[src/rtl/i2c_ram_arbiter.sv]
// Arbitrates a single-port RAM between synchronised I2C slave strobes (fixed priority) and a host req/ack port.
// Optional access/stall counters are built when I2C_ARB_STATS_EN is defined.
module i2c_ram_arbiter #(
    parameter int unsigned ADDR_W      = 8,
    parameter int unsigned DATA_W      = 8,
    parameter int unsigned SYNC_STAGES = 2
) (
    input  logic              clk_in,
    input  logic              rst_in,
    input  logic              i2c_wr_en,
    input  logic              i2c_rd_en,
    input  logic [ADDR_W-1:0] i2c_addr,
    input  logic [DATA_W-1:0] i2c_wdata,
    output logic [DATA_W-1:0] i2c_rdata,
    input  logic              host_req,
    input  logic              host_we,
    input  logic [ADDR_W-1:0] host_addr,
    input  logic [DATA_W-1:0] host_wdata,
    output logic              host_ack,
    output logic [DATA_W-1:0] host_rdata,
    output logic              ram_en,
    output logic              ram_we,
    output logic [ADDR_W-1:0] ram_addr,
    output logic [DATA_W-1:0] ram_wdata,
    input  logic [DATA_W-1:0] ram_rdata,
    output logic [15:0]       stat_i2c_cnt,
    output logic [15:0]       stat_stall
);

    typedef enum logic [2:0] {
        IDLE, I2C_WR, I2C_RD, I2C_RWAIT, HOST_WR, HOST_RD, HOST_RWAIT
    } state_t;

    state_t state;

    logic [SYNC_STAGES-1:0] wr_sync, rd_sync;
    logic                   wr_sync_d, rd_sync_d;
    logic                   wr_rise, rd_rise;
    logic                   wr_pend, rd_pend;
    logic [ADDR_W-1:0]      wr_addr, rd_addr;
    logic [DATA_W-1:0]      wr_data;

    // Strobe synchronisers with a registered rising-edge detect
    always_ff @(posedge clk_in or posedge rst_in) begin
        if (rst_in) begin
            wr_sync   <= '0;
            rd_sync   <= '0;
            wr_sync_d <= 1'b0;
            rd_sync_d <= 1'b0;
            wr_rise   <= 1'b0;
            rd_rise   <= 1'b0;
        end else begin
            wr_sync   <= {wr_sync[SYNC_STAGES-2:0], i2c_wr_en};
            rd_sync   <= {rd_sync[SYNC_STAGES-2:0], i2c_rd_en};
            wr_sync_d <= wr_sync[SYNC_STAGES-1];
            rd_sync_d <= rd_sync[SYNC_STAGES-1];
            wr_rise   <= wr_sync[SYNC_STAGES-1] & ~wr_sync_d;
            rd_rise   <= rd_sync[SYNC_STAGES-1] & ~rd_sync_d;
        end
    end

    // Pending flags: a fresh edge wins over the clear issued when the FSM takes the request
    always_ff @(posedge clk_in or posedge rst_in) begin
        if (rst_in) begin
            wr_pend <= 1'b0;
            rd_pend <= 1'b0;
            wr_addr <= '0;
            rd_addr <= '0;
            wr_data <= '0;
        end else begin
            if (wr_rise) begin
                wr_pend <= 1'b1;
                wr_addr <= i2c_addr;
                wr_data <= i2c_wdata;
            end else if (state == IDLE && wr_pend) begin
                wr_pend <= 1'b0;
            end
            if (rd_rise) begin
                rd_pend <= 1'b1;
                rd_addr <= i2c_addr;
            end else if (state == IDLE && !wr_pend && rd_pend) begin
                rd_pend <= 1'b0;
            end
        end
    end

    // Arbitration FSM; host_req is ignored during the ack cycle so a held request is not re-run
    always_ff @(posedge clk_in or posedge rst_in) begin
        if (rst_in) begin
            state      <= IDLE;
            ram_en     <= 1'b0;
            ram_we     <= 1'b0;
            ram_addr   <= '0;
            ram_wdata  <= '0;
            i2c_rdata  <= '0;
            host_ack   <= 1'b0;
            host_rdata <= '0;
        end else begin
            ram_en   <= 1'b0;
            ram_we   <= 1'b0;
            host_ack <= 1'b0;
            case (state)
                IDLE: begin
                    if (wr_pend) begin
                        ram_en    <= 1'b1;
                        ram_we    <= 1'b1;
                        ram_addr  <= wr_addr;
                        ram_wdata <= wr_data;
                        state     <= I2C_WR;
                    end else if (rd_pend) begin
                        ram_en   <= 1'b1;
                        ram_addr <= rd_addr;
                        state    <= I2C_RD;
                    end else if (host_req && !host_ack) begin
                        ram_en   <= 1'b1;
                        ram_we   <= host_we;
                        ram_addr <= host_addr;
                        if (host_we) begin
                            ram_wdata <= host_wdata;
                            state     <= HOST_WR;
                        end else begin
                            state     <= HOST_RD;
                        end
                    end
                end
                I2C_WR:     state <= IDLE;
                I2C_RD:     state <= I2C_RWAIT;
                I2C_RWAIT: begin
                    i2c_rdata <= ram_rdata;
                    state     <= IDLE;
                end
                HOST_WR: begin
                    host_ack <= 1'b1;
                    state    <= IDLE;
                end
                HOST_RD:    state <= HOST_RWAIT;
                HOST_RWAIT: begin
                    host_rdata <= ram_rdata;
                    host_ack   <= 1'b1;
                    state      <= IDLE;
                end
                default:    state <= IDLE;
            endcase
        end
    end

`ifdef I2C_ARB_STATS_EN
    logic [15:0] i2c_cnt_q, stall_q;

    // Saturating service and stall counters
    always_ff @(posedge clk_in or posedge rst_in) begin
        if (rst_in) begin
            i2c_cnt_q <= '0;
            stall_q   <= '0;
        end else begin
            if (state == IDLE && (wr_pend || rd_pend) && i2c_cnt_q != 16'hFFFF)
                i2c_cnt_q <= i2c_cnt_q + 16'd1;
            if (host_req && !host_ack && stall_q != 16'hFFFF)
                stall_q <= stall_q + 16'd1;
        end
    end

    assign stat_i2c_cnt = i2c_cnt_q;
    assign stat_stall   = stall_q;
`else
    assign stat_i2c_cnt = 16'h0000;
    assign stat_stall   = 16'h0000;
`endif

endmodule
[config.mk]
export PLATFORM = sky130hd
export DESIGN_NAME = i2c_ram_arbiter
export DESIGN_NICKNAME = d
export VERILOG_FILES = /design/src/rtl/i2c_ram_arbiter.sv
export SDC_FILE = /design/constraint.sdc
export NUM_CORES = 1
export LEC_CHECK = 0
export CORE_UTILIZATION = 45
export CTS_CLUSTER_DIAMETER = 60
export CTS_CLUSTER_SIZE = 40
export DETAILED_ROUTE_END_ITERATION = 12
export PLACE_DENSITY = 0.8
export SYNTH_ARGS = -nofsm -noshare
export SYNTH_HDL_FRONTEND = slang
export SYNTH_SLANG_ARGS = --single-unit
[constraint.sdc]
create_clock -name clk_in -period 2.4 [get_ports clk_in]
set_input_delay 0.24 -clock clk_in [delete_from_list [all_inputs] [get_ports clk_in]]
set_output_delay 0.24 -clock clk_in [all_outputs]
set_load 0.02 [all_outputs]
== After elaboration in Yosys (flattened, before gate mapping) ==
Cells that the tools add are included.

* Eq/ne operators: 7
* Mux-type cells: 25
* Bitwise logic cells: 4
* Reductions and logical operators: 15

{| class="wikitable"
|+ Operator list
! cell !! number
|-
| $mux 8 || 7
|-
| $mux 1 || 14
|-
| $eq 3x3->1 const B || 3
|-
| $mux 3 || 3
|-
| $pmux 3 s3 || 1
|-
| $reduce_bool 2->1 || 4
|-
| $eq 3x2->1 const B || 2
|-
| $logic_and 1x1->1 || 4
|-
| $ne 4x3->1 const B || 1
|-
| $reduce_and 4->1 || 1
|-
| $logic_not 3->1 || 1
|-
| $reduce_bool 3->1 || 1
|-
| $and 1x1->1 || 2
|-
| $logic_not 1->1 || 2
|-
| $ne 2x2->1 const B || 1
|-
| $not 1->1 || 2
|-
| $reduce_and 2->1 || 1
|-
| $reduce_or 2->1 || 1
|}

* Register bits: 72
* Output and inout port bits: 67

== Depth between registers and ports, before layout ==
Gate-level depths: netlist of run 1.

* Word-level depth: 6
* Mapped depth: 4
* Depth with buffers taken out: 3

== Worst setup path before layout of run 1 ==
OpenSTA, ideal clock, no wires.

* Kind: reg2reg
* Start: reg state[1]
* End: reg ram_addr[0]
* Arrival: 1.405 ns
* Path slack: 0.870 ns
* Cell stages (with the launch flop): 5
* Path buffers: 1
* Cell sequence: dfrtp_1 buf_6 or3_4 a21oi_4 mux2_2

* Word-level cells in the longest chain between the ends: 2

{| class="wikitable"
|+ RTL lines
! what !! line !! RTL
|-
| from (decl) || 34 || <nowiki>state_t state;</nowiki>
|-
| from (signal assigned) || 90 || <nowiki>state <= IDLE;</nowiki>
|-
| from (signal assigned) || 109 || <nowiki>state <= I2C_WR;</nowiki>
|-
| from (signal assigned) || 113 || <nowiki>state <= I2C_RD;</nowiki>
|-
| $logic_not 3->1 || 102 || <nowiki>case (state)</nowiki>
|-
| $reduce_and 2->1 (no line) || -- ||
|-
| to (signal assigned) || 107 || <nowiki>ram_addr <= wr_addr;</nowiki>
|-
| to (signal assigned) || 112 || <nowiki>ram_addr <= rd_addr;</nowiki>
|-
| to (signal assigned) || 117 || <nowiki>ram_addr <= host_addr;</nowiki>
|-
| to (decl) || 23 || <nowiki>output logic [ADDR_W-1:0] ram_addr,</nowiki>
|}

Every way passes these cells.
A chain may end at the register's enable or synchronous reset.

== Worst setup path after layout of run 1 ==
* Start: reg state[2]
* End: reg ram_addr[0]

Same word-level chain as after synthesis.

==> results of run 1 <==
[logic make-up after synthesis]
kind of cell	count (synthesis)	synth area share, %
muxes	72	25.52
DFF	72	57.42
buffers and inverters	42	9.210
and+or+nand+nor	24	4.187
AOI/OAI and AO/OA	16	3.549
other	1	0.1195
[routing by layer]
layer / up-vias / GRT usage, % / routed length [µm]
met5: - / 0 / 0
met2: 67 / 26.40 / 2782
li1: 888 / - / -
met3: 10 / 6.160 / 421
met1: 929 / 20.92 / 2475
met4: 0 / 7.727 / 108
[cells in the final DEF, fill, tap and decap left out, drive strengths merged, types with 2 or more instances in the layout]
| cell type | instances |
|---|---|
| clkdlybuf4s50 | 80 |
| dfrtp | 72 |
| mux2 | 64 |
| conb | 32 |
| o21ai | 11 |
| nand2 | 10 |
| clkbuf | 9 |
| mux2i | 8 |
| buf | 6 |
| nor2b | 4 |
| clkinv | 4 |
| nor2 | 3 |
| nand2b | 2 |
| clkinvlp | 2 |
| a21oi | 2 |
| inv | 2 |
[critical path, stage by stage (launching register included)]
cell and delay (ns):
sky130_fd_sc_hd__dfrtp_1 0.42, sky130_fd_sc_hd__or3_4 0.43, sky130_fd_sc_hd__a21oi_4 0.32, sky130_fd_sc_hd__mux2_2 0.38
[per-stage QoR]
step                      utilization, %  total power (µW)
after floorplan                        -              3187
after global placement             58.19              3983
after detailed placement           58.19              4042
after CTS                          61.09              4996
after global routing               61.09              5220
final                              61.09              4933
[flip-flops by register name (all words and copies together) (netlist names)]
name        count
state           3
wr_sync_d       1
host_ack        1
wr_rise         1
rd_sync_d       1
host_rdata      8
wr_data         8
rd_addr         8
wr_pend         1
rd_pend         1
rd_sync         2
rd_rise         1
i2c_rdata       8
ram_wdata       8
wr_sync         2
ram_en          1
ram_addr        8
wr_addr         8
ram_we          1
[final cells by class]
cell class / instances / area (µm²)
repair buffers: 86 / 858.3
clock inverters: 7 / 72.57
flip-flops and latches: 72 / 1802
fillers: 538 / 2629
multi-input cells: 144 / 1164
well taps: 80 / 100.1
inverters: 2 / 7.507
clock buffers: 9 / 123.9
[Yosys cell counts]
cell type / number
sky130_fd_sc_hd__or3b_1: 1
sky130_fd_sc_hd__or3_4: 1
sky130_fd_sc_hd__nand2_1: 10
sky130_fd_sc_hd__o21bai_4: 1
sky130_fd_sc_hd__clkbuf_1: 4
sky130_fd_sc_hd__nand2b_1: 2
sky130_fd_sc_hd__inv_1: 2
sky130_fd_sc_hd__o31a_1: 1
sky130_fd_sc_hd__a21o_1: 1
sky130_fd_sc_hd__nor2b_1: 4
sky130_fd_sc_hd__o21ai_0: 11
sky130_fd_sc_hd__dfrtp_1: 72
sky130_fd_sc_hd__mux2_2: 60
sky130_fd_sc_hd__nand3b_1: 1
sky130_fd_sc_hd__nor2_1: 3
sky130_fd_sc_hd__or4_1: 1
sky130_fd_sc_hd__conb_1: 1
sky130_fd_sc_hd__nor4bb_1: 1
sky130_fd_sc_hd__buf_4: 32
sky130_fd_sc_hd__buf_6: 1
sky130_fd_sc_hd__buf_2: 3
sky130_fd_sc_hd__a21oi_1: 1
sky130_fd_sc_hd__a21oi_4: 1
sky130_fd_sc_hd__mux2_1: 4
sky130_fd_sc_hd__mux2i_1: 8
[worst paths after layout]
kind / slack, ns / end
worst min register to register: 0.35 / wr_sync[1]
min in group clk_in: 0.34 / wr_sync[0]
worst min-delay path: 0.26 / ram_wdata[5]
worst max-delay path: 0.73 / ram_addr[0]
max in group asynchronous: 1.59 / state[0]
worst max register to register: 0.73 / ram_addr[0]
[power by group through the flow]
| stage | registers (µW) | clock network (µW) | logic [µW] |
|---|---|---|---|
| global route | 1930 | 1010 | 2280 |
| floorplan | 2190 | 0 | 1000 |
| detailed placement | 1890 | 0 | 2150 |
| finish | 1870 | 936 | 2120 |
| global placement | 1880 | 0 | 2100 |
| CTS | 1880 | 962 | 2160 |
==> PnR_summary.wiki, run 1 <==
{| class="wikitable"
! Metric !! Value
|-
| Status || finished clean
|-
| Static power due to leakage || 0.001806 µW
|-
| Post-synthesis cell count || 227
|-
| Final setup slack of the worst path || 0.7305 ns
|-
| Starting Density || 46.44%
|-
| Hold_ws || 0.2554 ns
|-
| Total global-route track usage || 16.84%
|-
| Combinational power share || 43.1%
|-
| Number of nets in the layout || 361
|-
| Highest net fanout along the worst path || 9
|-
| Post-DR wirelength/cell || 14.47 µm
|-
| Number of violations reported at the end of detailed-routing iteration 0 || 42
|-
| Share of the clock period used by the worst path || 69.56%
|-
| Top cells by area in the synthesized netlist || sky130_fd_sc_hd__dfrtp_1, sky130_fd_sc_hd__mux2_2, sky130_fd_sc_hd__buf_4, sky130_fd_sc_hd__mux2i_1, sky130_fd_sc_hd__o21ai_0
|-
| Required arrival time at the worst endpoint || 2.62 ns
|-
| Worst slew margin relative to its limit || 43.83%
|-
| Total via count in the routed design || 1894
|-
| Netlist cell types || 25
|-
| Power density over cell area || 1195 nW/µm²
|-
| Count of final hold-check violations || 0
|-
| Setup repair bufs after CTS || 0
|-
| Post-CTS Resized || 0
|-
| Total CTS buffers || 9
|-
| Number of instances in the placed design || 384
|-
| Type of the most critical hold path || in -> async
|-
| Worst-skew pair later-pin latency || 0.34 ns
|-
| Achievable frequency || 0.5990 GHz
|-
| Yosys warning count || 0
|-
| Dominant cell type by area after synthesis || sky130_fd_sc_hd__dfrtp_1
|-
| Number of iterations in the first detailed-routing pass || 3
|-
| Category of the worst setup path capture point || register
|-
| Clock transition at path regs || 0.08 ns
|-
| Port Buffers || 80
|-
| RePlAce Congestion || 0.6962
|-
| Vias per inst || 4.735
|-
| Placeable core region || 6756 µm²
|-
| Die footprint || 7311 µm²
|-
| Setup crit start || state[2]
|-
| DP Area || 3931 µm²
|-
| Number of hold buffers added after cts || 0
|-
| DIE WIDTH || 85.51 µm
|-
| H-tree Lvls || 3
|-
| HPWL Detailed || 4143 µm
|-
| Max Cap Violations || 0
|-
| Switching power || 1685 µW
|-
| Worst VDD drop || 0.0007035 V
|-
| Share of the synthesized area in the top cell type || 57.42%
|-
| Setup TNS Final || 0 ns
|-
| Die Y-Extent || 85.51 µm
|-
| Wirelength, routed || 5787 µm
|-
| Sequential fraction of the synthesis area || 57.42%
|-
| Cell area after synthesis || 3138 µm²
|-
| Maximum buffer depth of the clock tree || 2
|-
| Number of DRC violations after detailed routing || 0
|-
| Number of slew-limit violations in the final report || 0
|-
| Count of boundary I/O pins || 113
|-
| #FFs+latches synth || 72
|-
| Crit path DAT || 1.89 ns
|-
| Number of standard cells in the layout, taps in and fillers out || 400
|-
| Worst Tran Pin Value || 0.8425 ns
|-
| Per-instance average area after synthesis || 13.82 µm²
|-
| Part of the power in the clock network || 19.0%
|-
| Seq pwr share || 38.0%
|-
| Final design area excluding fillers || 4128 µm²
|-
| Worst setup path class || reg -> reg
|-
| Clock Skews || 0.008602 ns
|-
| Minimum clock period || 1.670 ns
|-
| Count of antenna diodes in the layout || 0
|-
| Maximum number of pins on one net before global-route repair || 27
|-
| Global-route wire length before repair || 9280 µm
|-
| Antenna violations before repair || 0
|-
| Pre-CTS setup slack || 0.5216 ns
|-
| Switching power share of the total || 34.16%
|-
| Total of endpoints with negative setup slack in the final report || 0
|-
| Reg2Reg Launch Point || state[2]
|-
| Relative area change from synthesis to final layout || 31.54%
|-
| Overall overflow remaining after global route || 0
|-
| Master cell of the clock root buffer || sky130_fd_sc_hd__clkbuf_8
|-
| CTS tree || yes
|-
| Internal power component || 3248 µW
|-
| Number of cells traversed by the worst register-to-register path || 3
|-
| RSZ-0062 raised after global routing || no
|-
| CP Launch Type || register
|-
| Routed Antenna Nets || 0
|-
| Via count of the first global-routing pass || 1935
|-
| Standard-cell rows || 30
|-
| Share of post-route cells with drive strength above 1 || 26.88%
|-
| Number of sinks driven by the clock tree || 72
|}
Power figures use the tool's default switching activity.
==> run 2, diff against run 1 <==
--- a/config.mk
+++ b/config.mk
@@ -5,11 +5,11 @@
 export SDC_FILE = /design/constraint.sdc
 export NUM_CORES = 1
 export LEC_CHECK = 0
-export CORE_UTILIZATION = 45
+export CORE_UTILIZATION = 40
 export CTS_CLUSTER_DIAMETER = 60
 export CTS_CLUSTER_SIZE = 40
 export DETAILED_ROUTE_END_ITERATION = 12
-export PLACE_DENSITY = 0.8
+export PLACE_DENSITY = 0.76
 export SYNTH_ARGS = -nofsm -noshare
 export SYNTH_HDL_FRONTEND = slang
 export SYNTH_SLANG_ARGS = --single-unit
==> constraint.sdc (replaced) <==
create_clock -name clk_in -period 1.44 [get_ports clk_in]
set_input_delay 0.144 -clock clk_in [delete_from_list [all_inputs] [get_ports clk_in]]
set_output_delay 0.144 -clock clk_in [all_outputs]
set_load 0.02 [all_outputs]
==> PnR_summary.wiki, run 2 (synthesized netlist as in run 1, its figures left out) <==
{| class="wikitable"
! Metric !! Value
|-
| Global-route layer with the greatest usage || met2
|-
| Worst setup path class || reg -> reg
|-
| Power density over cell area || 1997 nW/µm² (+67%)
|-
| Total via count in the routed design || 1953 (+3.1%)
|-
| Worst-skew pair later-pin latency || 0.33 ns (about the same)
|-
| Number of DRC violations after detailed routing || 0 (unchanged)
|-
| Total global-route track usage || 15.88% (-0.96 points)
|-
| Met1 usage in global routing || 20.18% (-0.75 points)
|-
| Count of final hold-check violations || 0 (unchanged)
|-
| Number of cells traversed by the worst register-to-register path || 4 (+1)
|-
| Clock Skews || 0.009133 ns (+0.0005308 ns)
|-
| Die Y-Extent || 90.57 µm (+5.9%)
|-
| Worst-path cell with the longest stage delay || sky130_fd_sc_hd__or3_4
|-
| CTS tree || yes
|-
| Die footprint || 8203 µm² (+12%)
|-
| Count of antenna diodes in the layout || 0 (unchanged)
|-
| Relative area change from synthesis to final layout || 36.52%
|-
| DIE WIDTH || 90.57 µm (+5.9%)
|-
| Number of slew-limit violations in the final report || 0 (unchanged)
|-
| Static power due to leakage || 0.001981 µW (+9.7%)
|-
| Global-route met3 utilization || 5.219% (-0.94 points)
|-
| Port Buffers || 80 (unchanged)
|-
| HPWL Detailed || 4115 µm (-0.67%)
|-
| Post-DR wirelength/cell || 13.53 µm (-6.5%)
|-
| Total of endpoints with negative setup slack in the final report || 12 (+12)
|-
| Standard-cell rows || 31 (+3.3%)
|-
| Achievable frequency || 0.6538 GHz (+9.2%)
|-
| Number of iterations in the first detailed-routing pass || 4 (+1)
|-
| Category of the worst setup path capture point || register
|-
| M2 GR Usage || 24.94% (-1.5 points)
|-
| Final setup slack of the worst path || -0.08954 ns (-0.8200 ns)
|-
| Maximum buffer depth of the clock tree || 2 (unchanged)
|-
| Violated checks || setup timing
|-
| Starting Density || 42.36% (-4.1 points)
|-
| Minimum clock period || 1.530 ns (-0.1400 ns)
|-
| Worst VDD drop || 0.001206 V (+71%)
|-
| Highest net fanout along the worst path || 9 (unchanged)
|-
| Maximum number of pins on one net before global-route repair || 73 (+170%)
|-
| Type of the most critical hold path || in -> async
|-
| Overall overflow remaining after global route || 0 (unchanged)
|-
| CP Launch Type || register
|-
| Pre-CTS setup slack || -0.2049 ns (-0.7264 ns)
|-
| Cells traversed along the worst timing path || or3_4, a21oi_4, buf_12, mux2_2
|-
| Number of nets in the layout || 371 (+2.8%)
|-
| Crit path DAT || 1.74 ns (-0.15 ns)
|-
| Max Cap Violations || 0 (unchanged)
|-
| Global-route wire length before repair || 10150 µm (+9.4%)
|-
| Vias per inst || 4.552 (-3.9%)
|-
| Most common cell after layout, fill and taps aside || sky130_fd_sc_hd__dfrtp_1
|-
| Via count of the first global-routing pass || 2114 (+9.3%)
|-
| H-tree Lvls || 3 (unchanged)
|-
| Clock transition at path regs || 0.07 ns (about the same)
|-
| Routed Antenna Nets || 0 (unchanged)
|-
| Required arrival time at the worst endpoint || 1.66 ns (-0.96 ns)
|-
| Share of post-route cells with drive strength above 1 || 29.09% (+2.2 points)
|-
| CP max stage delay || 0.41 ns (-0.02 ns)
|-
| Post-route core utilization || 57.83% (-3.3 points)
|-
| Total Power Consumption || 8555 µW (+73%)
|-
| Placeable core region || 7408 µm² (+9.6%)
|-
| Count of boundary I/O pins || 113 (unchanged)
|-
| Commonest cells after routing, fill and taps aside || sky130_fd_sc_hd__dfrtp_1, sky130_fd_sc_hd__mux2_2, sky130_fd_sc_hd__clkdlybuf4s50_1, sky130_fd_sc_hd__dlygate4sd2_1, sky130_fd_sc_hd__conb_1
|-
| Filler Cells Inserted || 645 (+20%)
|-
| Antenna violations before repair || 0 (unchanged)
|-
| Number of violations reported at the end of detailed-routing iteration 0 || 80 (+90%)
|-
| Master cell of the clock root buffer || sky130_fd_sc_hd__clkbuf_8
|-
| Share of the clock period used by the worst path || 106.2% (+37 points)
|-
| Number of sinks driven by the clock tree || 72 (unchanged)
|-
| RSZ-0062 raised after global routing || yes
|-
| RePlAce Congestion || 0.7068 (+1.5%)
|-
| Total CTS buffers || 9 (unchanged)
|-
| Wirelength, routed || 5803 µm (+0.28%)
|-
| Status || finished with violations
|}
-- run 2: final cells by class --
class                           count  area (µm²)  share of cell area, %
Sequential cell                    72        1802                  42.06
Multi-Input combinational cell    144        1171                  27.34
Timing Repair Buffer               96       922.1                  21.52
Clock buffer                       12       155.1                  3.621
Tap cell                           99       123.9                  2.891
Clock inverter                      4       98.84                  2.307
Inverter                            2       11.26                 0.2629
-- run 2: what timing repair did --
| item | in CTS | in global routing |
|---|---|---|
| pin swaps | 0 | 1 |
| setup endpoints to repair | 49 | 19 |
| hold buffers | 0 | 0 |
| resized for setup | 34 | 3 |
| setup buffers | 0 | 1 |
-- run 2: per-stage QoR --
| stage | TNS [ns] | instance area (µm²) | hold WS (ns) | cells |
|---|---|---|---|---|
| 6_report | -0.7449 | 4284 | 0.2440 | 429 |
| 5_1_grt | -1.599 | 4284 | 0.2408 | 429 |
| 4_1_cts | -0.9705 | 4268 | 0.2309 | 428 |
| 3_5_place_dp | -2.358 | 4051 | 0.3364 | 412 |
| 3_3_place_gp | -1.955 | 4051 | 0.3347 | 412 |
| 2_1_floorplan | -0.9365 | 3258 | 0.1754 | 258 |
-- run 2: routing by layer --
layer | routed length, µm | part of all wire, %
met1 | 2502 | 43
met2 | 2860 | 49
met3 | 378 | 6.5
met4 | 61 | 1.1
met5 | 0 | 0
-- run 2: final timing paths --
kind	startpoint	end	slack, ns
max	state[2]	ram_addr[2]	-0.09
min	rst_in	host_rdata[4]	0.24
max reg2reg	state[2]	ram_addr[2]	-0.09
min reg2reg	rd_sync[0]	rd_sync[1]	0.35
max in group asynchronous	rst_in	i2c_rdata[1]	0.88
min in group clk_in	i2c_wr_en	wr_sync[0]	0.24
-- run 2: report_power, final --
group | internal [µW] | switching [µW]
registers | 2700 | 343
clock network | 1250 | 731
logic | 1810 | 1720
-- run 2: critical path: cells and delay by family, from the launching register on --
kind	cells	cell delay, ns
DFF	1	0.38
and+or+nand+nor	1	0.41
AOI/OAI and AO/OA	1	0.15
muxes	1	0.32
buffers and inverters	1	0.14
